--- config.mk ---
export PLATFORM = sky130hd
export DESIGN_NAME = netlist_eval_scheduler
export DESIGN_NICKNAME = d
export VERILOG_FILES = /design/src/rtl/netlist_sched_pkg.sv /design/src/rtl/netlist_eval_scheduler_rr_arbiter.sv /design/src/rtl/netlist_eval_scheduler.sv
export SDC_FILE = /design/constraint.sdc
export NUM_CORES = 1
export LEC_CHECK = 0
export ABC_AREA = 1
export ABC_CLOCK_PERIOD_IN_PS = 3850
export CAP_MARGIN = 0
export CORE_MARGIN = 4
export CORE_UTILIZATION = 42
export CTS_CLUSTER_DIAMETER = 30
export CTS_CLUSTER_SIZE = 16
export DETAILED_ROUTE_END_ITERATION = 12
export HOLD_SLACK_MARGIN = 0.02
export PLACE_DENSITY = 0.83
export SYNTH_ARGS = -nofsm -noshare
export SYNTH_HDL_FRONTEND = slang
export SYNTH_SLANG_ARGS = --single-unit
--- constraint.sdc ---
create_clock -name clk -period 3.85 [get_ports clk]
set_clock_uncertainty 0.15 [all_clocks]
set_input_delay 0.77 -clock clk [delete_from_list [all_inputs] [get_ports clk]]
set_output_delay 0.77 -clock clk [all_outputs]
set_load 0.05 [all_outputs]
--- src/rtl/netlist_sched_pkg.sv ---
`default_nettype none
// ============================================================================
// Module      : netlist_sched_pkg
// Description : Shared FSM state encoding and default sizing for the
//               netlist evaluation scheduler.
// Revision    : 1.0 - initial release
// ============================================================================
package netlist_sched_pkg;

    typedef enum logic [1:0] {
        IDLE        = 2'd0,
        SETTLE_WAIT = 2'd1,
        CAPTURE     = 2'd2,
        RESP        = 2'd3
    } sched_state_e;

    localparam int c_default_vec_w  = 45;
    localparam int c_default_settle = 2;
    localparam int c_eval_cnt_w     = 16;

endpackage
`default_nettype wire

--- src/rtl/netlist_eval_scheduler_rr_arbiter.sv ---
`default_nettype none
// ============================================================================
// Module      : rr_arbiter
// Description : Combinational round-robin arbiter; search begins one past
//               the previous winner and wraps.
// Revision    : 1.0 - initial release
// ============================================================================
module rr_arbiter
    import netlist_sched_pkg::*;
#(
    parameter int NREQ = 4
) (
    input  logic [NREQ-1:0]         req,
    input  logic [$clog2(NREQ)-1:0] last_grant,
    output logic [NREQ-1:0]         grant
);

    localparam int c_idx_w = $clog2(NREQ);

    logic [c_idx_w:0]   w_sum;
    logic [c_idx_w-1:0] w_idx;
    logic               w_found;

    always_comb begin
        grant   = '0;
        w_found = 1'b0;
        w_sum   = '0;
        w_idx   = '0;
        for (int k = 1; k <= NREQ; k++) begin
            w_sum = {1'b0, last_grant} + (c_idx_w + 1)'(k);
            if (w_sum >= (c_idx_w + 1)'(NREQ)) begin
                w_sum = w_sum - (c_idx_w + 1)'(NREQ);
            end
            w_idx = w_sum[c_idx_w-1:0];
            if (!w_found && req[w_idx]) begin
                grant[w_idx] = 1'b1;
                w_found      = 1'b1;
            end
        end
    end

endmodule
`default_nettype wire

--- src/rtl/netlist_eval_scheduler.sv ---
`default_nettype none
// ============================================================================
// Module      : netlist_eval_scheduler
// Description : Time-shares one external combinational netlist among NREQ
//               requesters, sampling its output a fixed settle time later.
// Revision    : 1.0 - initial release
// ============================================================================
module netlist_eval_scheduler
    import netlist_sched_pkg::*;
#(
    parameter int NREQ   = 4,
    parameter int VEC_W  = c_default_vec_w,
    parameter int SETTLE = c_default_settle
) (
    input  logic                    clk,
    input  logic                    rst,
    input  logic [NREQ-1:0]         req_valid,
    input  logic [NREQ*VEC_W-1:0]   req_vec,
    output logic [NREQ-1:0]         req_ready,
    output logic [VEC_W-1:0]        dut_in,
    input  logic                    dut_out,
    output logic                    resp_valid,
    input  logic                    resp_ready,
    output logic [$clog2(NREQ)-1:0] resp_id,
    output logic                    resp_bit,
    output logic [c_eval_cnt_w-1:0] eval_count,
    output logic                    busy
);

    localparam int c_id_w  = $clog2(NREQ);
    localparam int c_cnt_w = 4;

    sched_state_e            r_state;
    sched_state_e            w_state_nxt;
    logic [c_cnt_w-1:0]      r_cnt;
    logic [c_id_w-1:0]       r_last_grant;
    logic [VEC_W-1:0]        r_dut_in;
    logic [c_id_w-1:0]       r_resp_id;
    logic                    r_resp_bit;
    logic [c_eval_cnt_w-1:0] r_eval_count;

    logic [NREQ-1:0]         w_grant;
    logic [c_id_w-1:0]       w_grant_idx;
    logic [VEC_W-1:0]        w_sel_vec;
    logic                    w_take;
    logic                    w_sample;
    logic                    w_accept;

    rr_arbiter #(
        .NREQ       (NREQ)
    ) u_arbiter (
        .req        (req_valid),
        .last_grant (r_last_grant),
        .grant      (w_grant)
    );

    always_comb begin
        w_grant_idx = '0;
        w_sel_vec   = '0;
        for (int i = 0; i < NREQ; i++) begin
            if (w_grant[i]) begin
                w_grant_idx = c_id_w'(i);
                w_sel_vec   = req_vec[i*VEC_W +: VEC_W];
            end
        end
    end

    always_ff @(posedge clk or posedge rst) begin
        if (rst) begin
            r_state <= IDLE;
        end else begin
            r_state <= w_state_nxt;
        end
    end

    always_comb begin
        w_state_nxt = r_state;
        w_take      = 1'b0;
        w_sample    = 1'b0;
        w_accept    = 1'b0;
        case (r_state)
            IDLE: begin
                if (|req_valid) begin
                    w_take      = 1'b1;
                    w_state_nxt = SETTLE_WAIT;
                end
            end
            SETTLE_WAIT: begin
                if (r_cnt == '0) begin
                    w_sample    = 1'b1;
                    w_state_nxt = CAPTURE;
                end
            end
            CAPTURE: begin
                w_state_nxt = RESP;
            end
            RESP: begin
                if (resp_ready) begin
                    w_accept    = 1'b1;
                    w_state_nxt = IDLE;
                end
            end
            default: begin
                w_state_nxt = IDLE;
            end
        endcase
    end

    // dut_out is latched on the edge that enters CAPTURE, which is exactly
    // SETTLE edges after dut_in changed; CAPTURE then presents it in RESP.
    always_ff @(posedge clk or posedge rst) begin
        if (rst) begin
            r_cnt        <= '0;
            r_last_grant <= c_id_w'(NREQ - 1);
            r_dut_in     <= '0;
            r_resp_id    <= '0;
            r_resp_bit   <= 1'b0;
            r_eval_count <= '0;
        end else begin
            if (w_take) begin
                r_cnt        <= c_cnt_w'(SETTLE - 1);
                r_last_grant <= w_grant_idx;
                r_dut_in     <= w_sel_vec;
                r_resp_id    <= w_grant_idx;
            end else if (r_state == SETTLE_WAIT && r_cnt != '0) begin
                r_cnt <= r_cnt - c_cnt_w'(1);
            end
            if (w_sample) begin
                r_resp_bit <= dut_out;
            end
            if (w_accept && r_eval_count != '1) begin
                r_eval_count <= r_eval_count + c_eval_cnt_w'(1);
            end
        end
    end

    // Gated by rst so no acceptance is advertised while reset is held.
    assign req_ready  = (r_state == IDLE && !rst) ? w_grant : '0;
    assign dut_in     = r_dut_in;
    assign resp_valid = (r_state == RESP);
    assign resp_id    = r_resp_id;
    assign resp_bit   = r_resp_bit;
    assign eval_count = r_eval_count;
    assign busy       = (r_state != IDLE);

endmodule
`default_nettype wire

==> flow_metrics.tcl <==
set metrics [dict create \
    syn_area_per_cell_sq_um 6.77 \
    regToRegEndpoint "dut_in[27]" \
    vias 6080 \
    drtAntennaViolNets 0 \
    cts_tree "built" \
    routed_via_density 5.12 \
    synth_area_sq_um 5260 \
    cp-start-kind "flip-flop" \
    yosysWarnings 0 \
    multi_input_area_sq_um 3060 \
    drc 0 \
    core.rowCount 40 \
    detail_route.wirelength_mm 19.5 \
    holdWs_ns 0.327 \
    grt_pass1_vias 5787 \
    cts_buffer_depth 2 \
    track_usage_pct 26.4 \
    status "completed" \
    p_leak_nw 3.80 \
    crit_type "flip-flop to primary output" \
    drv_cap 0 \
    path_clk_slew_ns 0.06 \
    cts_made_buffers 9 \
    crit_required_ns 2.93 \
    reg2reg_from "r_last_grant[1]" \
    globalplace.congestion 0.908 \
    rr_worst_depth 14 \
    grt.overflow.total 0 \
    syn_to_final_growth_pct 57.7 \
    syn_inst 777 \
    die-area_sq_um 14400 \
    fin_setup_tns_ns 0 \
    avgRoutedWirePerCell_um 16.4 \
    min_period_ns 3.62 \
    hold_viol 0 \
    fillCellCount 1053 \
    ys_seq_area_share_pct 34.3 \
    antenna_found_initial 0 \
    cp_data_arrival_time_ns 2.70 \
    drtPass1Iterations 5 \
    ys_seq_elements 72 \
    setup_violations 0 \
    syn_nets 980 \
    endpoint_kind "primary output" \
    relSlewSlack_pct 21.1 \
    grt_start_max_net_pins 73 \
    slowest_stage "dfstp_2" \
    post_cts_resized 0 \
    cpPeakStageDelay_ns 0.61 \
    drt_iter0_markers 449 \
    io_buffer_count 257 \
    finalPower_mw 7.61 \
    timing.final.crit_share_pct 94.0 \
    crit_chain "inv_1 -> ha_1 -> inv_1 -> nand3_2 -> nand2_4 -> nand3_1 -> nor2_1 -> nor2_4 -> a21oi_1 -> buf_12" \
    ir_drop_uv 714 \
    rrSetupSlack_ns 0.46 \
    initial_core_util_pct 43.4 \
    diodes 0 \
    die_y_um 120 \
    crit_end "req_ready[0]" \
    synth_cell_type_count 31 \
    final-seq-area_sq_um 1800 \
    hold_path.class "flip-flop to flip-flop" \
    critical_path.max_fanout 8 \
    max_clock_freq_ghz 0.276 \
    fin_nets 1217 \
    die_w_um 120 \
    cts_hold_buf 0 \
    worst_slew_pin_slew_ns 1.18 \
    core-area_sq_um 12100 \
    rsz0062_at_grt "false" \
    maxSlewViolCount 0 \
    setup.worst_path.start "r_last_grant[1]" \
    p_per_area_nw_per_um2 918 \
    pin_count 258 \
    crit_top_cell "inv_1" \
    drive_gt1_share_pct 5.59 \
    hpwl_mm 13.4 \
    clk_latency_ns 0.33 \
    cts_sinks 72 \
    cts_root_buffer "clkbuf_16" \
    min_delay_path_depth 1 \
    grt_pass1_wl_mm 30.5 \
    htree_levels 3 \
]
==> cell usage in the layout (no fill, tap or decap), types with 4 or more instances in the layout <==
cell type and n:
a21boi_0 45, a21oi_1 51, buf_12 5, buf_4 14, clkbuf_16 9, clkdlybuf4s50_1 253, dfrtp_1 70, ha_1 15
inv_1 28, inv_2 5, nand2_1 235, nand2_2 5, nand3_1 118, nor2_1 110, nor3_1 4, o21ai_0 6
xnor2_1 6, xor2_1 8
==> registers in the layout (all words and copies together), names as in the netlist <==
| name | cells |
|---|---|
| dut_in | 45 |
| eval_count | 16 |
| r_cnt | 4 |
| r_last_grant | 2 |
| r_state | 2 |
| resp_bit | 1 |
| resp_id | 2 |
==> logic make-up (layout without fill, tap and decap cells) <==
family / Yosys count / in the layout / share of synthesized area (%)
AND/OR/NAND/NOR: 488 / 488 / 39.6
AO/OA/AOI/OAI: 107 / 107 / 12.4
buffers and inverters: 80 / 322 / 7.57
flip-flops: 72 / 72 / 34.3
adder cells (fa/ha/maj): 15 / 15 / 3.57
XOR/XNOR: 14 / 14 / 2.33
multiplexers: 1 / 1 / 0.214
==> through the flow <==
step                worst slack (ns)  cell area (sq um)  utilization [%]  instances
floorplan                      0.196               5260                -        777
finish                         0.229               8290             68.5       1187
detailed placement             0.319               7930             65.5       1169
global route                 0.00853               8290             68.5       1187
global placement               0.372               7930             65.5       1169
CTS                            0.167               8280             68.3       1185
==> metal layers <==
metal,global-route usage (%),vias up,share of wire (%),wire length (um)
li1,-,3006,-,-
met1,34.7,2737,42,8200
met2,42.8,294,47,9120
met3,5.89,43,8.3,1620
met4,9.66,0,2.9,567
met5,0,-,0,0
==> worst min path at each step <==
| stage | start | to | slack [ns] |
|---|---|---|---|
| floorplan | r_cnt[3] | r_cnt[3] | 0.28 |
| global placement | r_cnt[3] | r_cnt[3] | 0.30 |
| detailed placement | dut_in[20] | dut_in[20] | 0.31 |
| CTS | r_cnt[3] | r_cnt[3] | 0.33 |
| global route | dut_in[34] | dut_in[34] | 0.35 |
| finish | r_cnt[3] | r_cnt[3] | 0.33 |
==> synthesized netlist by cell type <==
cell,instances,area (sq um)
nor2_4,2,22.5
mux2_2,1,11.3
inv_2,4,15.0
buf_2,15,75.1
nor3b_1,2,15.0
xor2_1,8,70.1
nor4_1,3,18.8
ha_1,15,188
nand4_1,2,12.5
nand3_1,118,591
nor2_2,1,6.26
buf_4,5,37.5
buf_6,8,90.1
dfrtp_1,70,1750
o211ai_1,1,7.51
nand3b_4,1,20.0
nor2_1,110,413
a21oi_1,51,255
nand2_1,236,886
nand2_4,2,22.5
nand2_2,4,25.0
a21boi_0,45,338
o21ai_1,3,15.0
inv_1,30,113
a211oi_1,1,7.51
clkbuf_1,18,67.6
dfstp_2,2,52.6
xnor2_1,6,52.6
o21ai_0,6,30.0
nand3_2,3,30.0
nor3_1,4,20.0
==> final cells by class <==
class                      count  area share (%)
clock buffer                  10            2.76
multi-input combinational    625            36.9
inverter                      34            1.58
timing repair buffer         272            33.0
clock inverter                 6            1.40
sequential                    72            21.8
tap                          168            2.53
==> worst max-delay path: cells and delay by family (launching register included) <==
| family | cells | cell delay (ns) |
|---|---|---|
| DFF | 1 | 0.61 |
| and+or+nand+nor | 5 | 0.62 |
| adders and majority gates | 1 | 0.37 |
| AOI/OAI and AO/OA | 1 | 0.28 |
| buffers and inverters | 3 | 0.48 |
==> power breakdown <==
group          internal (mW)  switching [mW]  total, mW
Combinational           1.77            3.60       5.37
Sequential              1.07           0.202       1.27
Clock                  0.638           0.338      0.976
==> timing repair <==
item                                    in CTS  in global routing
endpoints found under the hold margin        0                  0
endpoints found under the setup margin       0                  2
setup buffers                                0                  2
(Power assumes the default switching activity.)
